## config.mk

```make
export PLATFORM = sky130hd
export DESIGN_NAME = tt_sel_seq_flat
export DESIGN_NICKNAME = d
export VERILOG_FILES = /design/src/rtl/tt_sel_seq_pkg.sv /design/src/rtl/tt_sel_seq_if.sv /design/src/rtl/tt_sel_timer.sv /design/src/rtl/tt_sel_seq.sv /design/src/flat_wrapper.sv
export SDC_FILE = /design/constraint.sdc
export NUM_CORES = 1
export LEC_CHECK = 0
export ABC_AREA = 1
export BUFFER_PORTS_ARGS = -buffer_cell sky130_fd_sc_hd__buf_2
export CAP_MARGIN = 30
export CORE_MARGIN = 5
export CORE_UTILIZATION = 61
export DETAILED_ROUTE_END_ITERATION = 6
export HOLD_SLACK_MARGIN = 0.12
export PLACE_DENSITY_LB_ADDON = 0.3
export SYNTH_ARGS = -nofsm -noshare
export SYNTH_HDL_FRONTEND = slang
export SYNTH_SLANG_ARGS = --single-unit
```

## constraint.sdc

```tcl
create_clock -name clk -period 3.2 [get_ports clk]
set_input_delay 0.16 -clock clk [delete_from_list [all_inputs] [get_ports clk]]
set_output_delay 0.16 -clock clk [all_outputs]
set_load 0.02 [all_outputs]
```

## src/rtl/tt_sel_seq_pkg.sv

```systemverilog
// Shared definitions for the design-select sequencer: FSM encoding and grid constants.
package tt_sel_seq_pkg;

  localparam int unsigned G_X            = 16;
  localparam int unsigned G_Y            = 24;
  localparam int unsigned DEFAULT_ADDR_W = 10;
  localparam int unsigned TIMER_W        = 8;

  typedef enum logic [2:0] {
    StIdle,
    StRstAssert,
    StRstRelease,
    StIncHi,
    StIncLo,
    StEnable
  } state_e;

endpackage

```

## src/rtl/tt_sel_seq_if.sv

```systemverilog
// Request handshake plus controller pad signals of the design-select sequencer.
interface tt_sel_seq_if
  import tt_sel_seq_pkg::*;
#(
  parameter int unsigned ADDR_W = DEFAULT_ADDR_W
) ();

  logic              req_valid;
  logic              req_ready;
  logic [ADDR_W-1:0] req_addr;
  logic              busy;
  logic              done;
  logic              ctrl_sel_rst_n;
  logic              ctrl_sel_inc;
  logic              ctrl_ena;

  modport master (
    output req_valid, req_addr,
    input  req_ready, busy, done, ctrl_sel_rst_n, ctrl_sel_inc, ctrl_ena
  );

  modport slave (
    input  req_valid, req_addr,
    output req_ready, busy, done, ctrl_sel_rst_n, ctrl_sel_inc, ctrl_ena
  );

endinterface

```

## src/rtl/tt_sel_timer.sv

```systemverilog
// Phase timer: reloads on load_i, then counts down and saturates at zero.
module tt_sel_timer (
  input  logic       clk,
  input  logic       rst,
  input  logic       load_i,
  input  logic [7:0] load_val_i,
  output logic [7:0] value_o,
  output logic       expired_o
);

  logic [7:0] value_q, value_d;

  always_comb begin
    value_d = value_q;
    if (load_i) begin
      value_d = load_val_i;
    end else if (value_q != 8'd0) begin
      value_d = value_q - 8'd1;
    end
  end

  always_ff @(posedge clk) begin
    if (rst) begin
      value_q <= 8'd0;
    end else begin
      value_q <= value_d;
    end
  end

  assign value_o   = value_q;
  assign expired_o = (value_q == 8'd0);

endmodule

```

## src/rtl/tt_sel_seq.sv

```systemverilog
// Drives the selection-counter pads: reset pulse, N increment pulses, then enable.
module tt_sel_seq
  import tt_sel_seq_pkg::*;
#(
  parameter int unsigned ADDR_W  = DEFAULT_ADDR_W,
  parameter int unsigned PULSE_W = 2
) (
  input logic         clk,
  input logic         rst,
  tt_sel_seq_if.slave bus
);

  localparam logic [TIMER_W-1:0] PulseLoad = TIMER_W'(PULSE_W - 1);

  state_e              state_q, state_d;
  logic [ADDR_W-1:0]   cnt_q, cnt_d;
  logic                timer_load, timer_expired;
  logic [TIMER_W-1:0]  timer_value;

  logic ready_q, ready_d;
  logic busy_q, busy_d;
  logic done_q, done_d;
  logic rst_n_q, rst_n_d;
  logic inc_q, inc_d;
  logic ena_q, ena_d;

  tt_sel_timer u_timer (
    .clk        (clk),
    .rst        (rst),
    .load_i     (timer_load),
    .load_val_i (PulseLoad),
    .value_o    (timer_value),
    .expired_o  (timer_expired)
  );

  always_comb begin
    state_d = state_q;
    cnt_d   = cnt_q;
    unique case (state_q)
      StIdle: begin
        if (bus.req_valid && ready_q) begin
          state_d = StRstAssert;
          cnt_d   = bus.req_addr;
        end
      end
      StRstAssert: begin
        if (timer_expired) state_d = StRstRelease;
      end
      StRstRelease: begin
        if (timer_expired) state_d = (cnt_q != '0) ? StIncHi : StEnable;
      end
      StIncHi: begin
        if (timer_expired) state_d = StIncLo;
      end
      StIncLo: begin
        if (timer_expired) begin
          cnt_d   = cnt_q - 1'b1;
          state_d = (cnt_d != '0) ? StIncHi : StEnable;
        end
      end
      StEnable: state_d = StIdle;
      default:  state_d = StIdle;
    endcase
  end

  // Every state change restarts the phase, so each state lasts PULSE_W cycles.
  assign timer_load = (state_d != state_q);

  // Pad outputs are registered from the next state; enable and select reset
  // keep their last value while idle so the chosen design stays running.
  always_comb begin
    ready_d = (state_d == StIdle);
    busy_d  = (state_d != StIdle);
    done_d  = (state_d == StEnable);
    inc_d   = (state_d == StIncHi);
    unique case (state_d)
      StIdle: begin
        ena_d   = ena_q;
        rst_n_d = rst_n_q;
      end
      StRstAssert: begin
        ena_d   = 1'b0;
        rst_n_d = 1'b0;
      end
      StEnable: begin
        ena_d   = 1'b1;
        rst_n_d = 1'b1;
      end
      default: begin
        ena_d   = 1'b0;
        rst_n_d = 1'b1;
      end
    endcase
  end

  always_ff @(posedge clk) begin
    if (rst) begin
      state_q <= StIdle;
      cnt_q   <= '0;
      ready_q <= 1'b0;
      busy_q  <= 1'b0;
      done_q  <= 1'b0;
      rst_n_q <= 1'b0;
      inc_q   <= 1'b0;
      ena_q   <= 1'b0;
    end else begin
      state_q <= state_d;
      cnt_q   <= cnt_d;
      ready_q <= ready_d;
      busy_q  <= busy_d;
      done_q  <= done_d;
      rst_n_q <= rst_n_d;
      inc_q   <= inc_d;
      ena_q   <= ena_d;
    end
  end

  assign bus.req_ready      = ready_q;
  assign bus.busy           = busy_q;
  assign bus.done           = done_q;
  assign bus.ctrl_sel_rst_n = rst_n_q;
  assign bus.ctrl_sel_inc   = inc_q;
  assign bus.ctrl_ena       = ena_q;

endmodule

```

## src/flat_wrapper.sv

```systemverilog
// flat-port wrapper written by rule: the top's interface ports become plain ports
module tt_sel_seq_flat import tt_sel_seq_pkg::*;
#(
  parameter int unsigned ADDR_W  = DEFAULT_ADDR_W,
  parameter int unsigned PULSE_W = 2
)
  (clk, rst, bus_req_valid, bus_req_addr, bus_req_ready, bus_busy, bus_done, bus_ctrl_sel_rst_n, bus_ctrl_sel_inc, bus_ctrl_ena);
  tt_sel_seq_if #(.ADDR_W(ADDR_W)) bus_i ();
  input logic clk;
  input logic rst;
  input wire logic [$bits(bus_i.req_valid)-1:0] bus_req_valid;
  input wire logic [$bits(bus_i.req_addr)-1:0] bus_req_addr;
  output wire logic [$bits(bus_i.req_ready)-1:0] bus_req_ready;
  output wire logic [$bits(bus_i.busy)-1:0] bus_busy;
  output wire logic [$bits(bus_i.done)-1:0] bus_done;
  output wire logic [$bits(bus_i.ctrl_sel_rst_n)-1:0] bus_ctrl_sel_rst_n;
  output wire logic [$bits(bus_i.ctrl_sel_inc)-1:0] bus_ctrl_sel_inc;
  output wire logic [$bits(bus_i.ctrl_ena)-1:0] bus_ctrl_ena;
  assign bus_i.req_valid = bus_req_valid;
  assign bus_i.req_addr = bus_req_addr;
  assign bus_req_ready = bus_i.req_ready;
  assign bus_busy = bus_i.busy;
  assign bus_done = bus_i.done;
  assign bus_ctrl_sel_rst_n = bus_i.ctrl_sel_rst_n;
  assign bus_ctrl_sel_inc = bus_i.ctrl_sel_inc;
  assign bus_ctrl_ena = bus_i.ctrl_ena;
  tt_sel_seq #(.ADDR_W(ADDR_W), .PULSE_W(PULSE_W)) u_core (.clk(clk), .rst(rst), .bus(bus_i));
endmodule
```

==> out/metrics.sh <==
HOLD-PATH-ENDPOINT='u_core.cnt_q[0]'
ROUTED.TOP_LAYER='met4'
CP_LAUNCH_TYPE='register'
DETAIL_ROUTE.ITER0.VIOLATIONS=57
REG2REG_DEPTH=12
SYNTH-SEQ-CELLS=27
OUTCOME='finished clean'
TOP_LEVEL_PORTS=19
SETUP_VIOLATIONS=0
CLK_LATENCY_NS=0.33
NUMPORTBUFFERS=18
REQUIRED_NS=3.49
YOSYSWARNINGS=0
DETAIL_ROUTE.WIRELENGTH.MET1_UM=1537
TOTAL_POWER_PER_UNIT_CELL_AREA_nW_PER_UM2=833.5
HOLD_VIOL=0
PLACEMENTROWS=18
SYN-CELL-AREA_UM2=1567
ANTENNADIODECOUNT=0
CLOCK_TRANSITION_AT_THE_REGISTERS_OF_THE_REPORTED_PATHS_NS=0.15
DRT_DRC_VIOLATIONS_LEFT=0
TOTALPOWERFINAL_W=0.001482
CRITICAL_PATH.MAX_FANOUT=13
MET3ROUTEDLENGTH_UM=141
SETUP_REPAIR_AFTER_GLOBAL_ROUTING_MISSED_ITS_MARGIN='no'
VIA_COUNT=1467
FINALCRITPERIODSHARE_PCT=78.44
NUMBER_OF_NETS_PRODUCED_BY_SYNTHESIS=246
COREAREA_UM2=2477
R2R_SLACK_NS=0.69
GP_CONGESTION=0.8984
R2R-START='u_core.u_timer.value_o[0]'
SLEW_HEADROOM_PCT=72.97
DIE_H_UM=60.68
FP.DIEW_UM=60.68
POST_DETAILED_PLACEMENT_HALF_PERIMETER_WIRELENGTH_UM=2369
CP_DATA_ARRIVAL_TIME_NS=2.80
CLOCK-ROOT-BUFFER='clkbuf_4'
MIN_DELAY_PATH_DEPTH=3
POSTCTSHOLDBUFS=6
SYNTH_CELL_TYPES=26
MET2ROUTEDLENGTH_UM=1471
GR-USAGE-ALL-LAYERS_PCT=20.25
ROUTE.ANTENNA.REMAINING_NETS=0
SYN2LAYOUT_AREA_GROWTH_PCT=13.50
TIMING.SETUP.TNS_NS=0
NUMBER_OF_ITERATIONS_IN_THE_FIRST_DETAILED_ROUTING_PASS=4
GRT_PASS1_WL_UM=5720
CTSHTREEMAXLEVEL=1
WORST_R2R_ENDPOINT='u_core.cnt_q[8]'
CTS_BUFFERS=3
TRITONCTS='done'
POWER.LEAKAGE_nW=0.8640
ROUTED_VIA_DENSITY=5.147
CRITPATHCAPTURETYPE='register'
TIMING.FMAX_MHz=398.4
CTS_BUFFER_DEPTH=2
GLOBALROUTEOVERFLOWTOTAL=0
WORST_SETUP_SLACK_POST_DPL_NS=1.113
NFILLCELLS=218
WORSTHOLDPATHTYPE='in -> reg'
DIE-AREA_UM2=3681
GRT_ANTENNA_BEFORE_REPAIR=0
NUMBER_OF_GLOBAL_ROUTE_VIAS_BEFORE_REPAIR=1346
WIRELENGTH_UM=3192
TIMING_WORST_SETUP_PATH_TYPE='reg -> reg'
TIMING.FINAL.CRIT_PERIOD_NS=2.510
WORST_HOLD_STARTPOINT='bus_req_addr[0]'
FLOORPLAN.INITIALDENSITY_PCT=63.23
CLOCK-SINKS=27
DRIVE_GT1_SHARE_PCT=21.18
CLOCK_SKEW_NS=0.007265
NUMBER_OF_POST_CTS_SETUP_REPAIR_BUFFERS=0
PIN_COUNT_OF_THE_BIGGEST_NET_ENTERING_GLOBAL_ROUTING=17
MAX-VDD-IR-DROP_mV=0.6819
SYN-INSTANCE-COUNT=230
MAXIMUM_CAPACITANCE_VIOLATIONS=0
DRV_SLEW=0
WORST-SLEW-PIN-TRANSITION_NS=0.4050
CTS.REPAIR.RESIZED=0
FINALNETCOUNT=272
ROUTEDWLPERCELL_UM=11.20
SYNTH.AVG_CELL_AREA_UM2=6.811
TIMING.FINAL.WS_SETUP_NS=0.6898
SEQUENTIAL_ELEMENT_SHARE_OF_THE_SYNTHESIZED_AREA_PCT=34.50
==> final cells by class <==
| cell class | instances | area, um2 | area share, % |
|---|---|---|---|
| Clock buffer | 3 | 22.52 | 1.267 |
| Inverter | 31 | 116.4 | 6.545 |
| Sequential cell | 27 | 540.5 | 30.40 |
| Tap cell | 30 | 37.54 | 2.111 |
| Timing Repair Buffer | 26 | 165.2 | 9.289 |
| Multi-Input combinational cell | 167 | 888.4 | 49.96 |
| Clock inverter | 1 | 7.507 | 0.4222 |
==> how the worst max path moves through the flow <==
stage / start / to / cells after the start
after floorplan: u_core.cnt_q[0] / u_core.u_timer.value_o[0] / 18
after global placement: u_core.cnt_q[0] / u_core.u_timer.value_o[1] / 17
after detailed placement: u_core.cnt_q[0] / u_core.u_timer.value_o[2] / 17
after CTS: u_core.u_timer.value_o[0] / u_core.cnt_q[8] / 12
after global routing: u_core.u_timer.value_o[0] / u_core.cnt_q[8] / 12
final: u_core.u_timer.value_o[0] / u_core.cnt_q[8] / 12
==> power breakdown <==
part | switching (W) | leakage (nW) | internal (W) | total, W
Combinational | 0.000533 | 0.629 | 0.000304 | 0.000838
Sequential | 0.0000758 | 0.221 | 0.000417 | 0.000493
Clock | 0.000104 | 0.0139 | 0.0000479 | 0.000152
Total | 0.000713 | 0.864 | 0.000769 | 0.00148
==> critical path: stages, from the launching register on <==
cell,delay [ns]
dfxtp_1,0.34
inv_1,0.07
ha_1,0.16
inv_1,0.07
nor2_4,0.14
nand4_4,0.13
nor2_8,0.18
o21ai_1,0.08
buf_4,0.17
inv_1,0.29
o211ai_1,0.14
a21oi_1,0.14
dlygate4sd3_1,0.55
==> per-stage QoR <==
stage	hold slack (ns)	cell area, um2	utilization [%]	instances
finish	0.1244	1778	71.77	285
global route	0.1663	1778	71.77	285
CTS	0.1264	1778	71.77	285
detailed placement	0.4405	1688	68.13	275
global placement	0.4291	1688	68.13	275
floorplan	0.3211	1567	-	230
==> cell families (layout without fill, tap and decap cells) <==
family / count (synthesis) / count (layout) / share of synthesized area [%]
buffers and inverters: 36 / 61 / 8.786
adder cells (fa/ha/maj): 3 / 3 / 2.396
XOR/XNOR: 3 / 3 / 1.678
AO/OA/AOI/OAI: 38 / 38 / 13.58
flip-flops: 27 / 27 / 34.50
AND/OR/NAND/NOR: 123 / 123 / 39.06
==> cells in the mapped netlist <==
cell | n | share of area [%]
clkbuf_1 | 3 | 0.72
and2_1 | 1 | 0.40
a31oi_1 | 3 | 1.2
nand3_1 | 13 | 4.2
nand2_1 | 58 | 14
nor2_2 | 13 | 5.2
nor2_1 | 21 | 5.0
inv_1 | 25 | 6.0
nor3_1 | 2 | 0.64
nor2_4 | 4 | 2.9
nand2_4 | 2 | 1.4
a311oi_1 | 1 | 0.56
ha_1 | 3 | 2.4
o21ai_1 | 4 | 1.3
dfxtp_1 | 27 | 35
nand2_2 | 3 | 1.2
o211ai_1 | 2 | 0.96
nor2_8 | 1 | 1.3
buf_2 | 2 | 0.64
xor2_1 | 3 | 1.7
o21ai_0 | 12 | 3.8
inv_2 | 6 | 1.4
a21oi_1 | 12 | 3.8
nand4_4 | 1 | 1.4
a211oi_1 | 4 | 1.9
nand4_1 | 4 | 1.6
==> registers in the layout, indices dropped and copies added (netlist names) <==
name / cells
u_core.cnt_q: 10
u_core.bus.ctrl_sel_inc: 1
u_core.bus.ctrl_sel_rst_n: 1
u_core.bus.req_ready: 1
u_core.u_timer.value_o: 8
u_core.bus.done: 1
u_core.bus.ctrl_ena: 1
u_core.bus.busy: 1
u_core.state_q: 3
==> cell usage in the layout, fill, tap and decap left out, drive strengths merged <==
master / synthesis / routed
nand4: 5 / 5
o21ai: 16 / 16
nand2: 63 / 63
clkbuf: 3 / 3
inv: 31 / 31
xor2: 3 / 3
and2: 1 / 1
buf: 2 / 20
a31oi: 3 / 3
nand3: 13 / 13
dfxtp: 27 / 27
nor2: 39 / 39
nor3: 2 / 2
a21oi: 12 / 12
dlygate4sd3: 0 / 6
ha: 3 / 3
a211oi: 4 / 4
a311oi: 1 / 1
clkinvlp: 0 / 1
o211ai: 2 / 2
==> routing by layer <==
layer / vias to the layer above / GRT usage (%)
met5: - / 0
met3: 6 / 4.681
met1: 642 / 27.17
li1: 791 / -
met4: 0 / 4.644
met2: 28 / 33.13
Note: power is estimated with default switching activity, not from simulation.
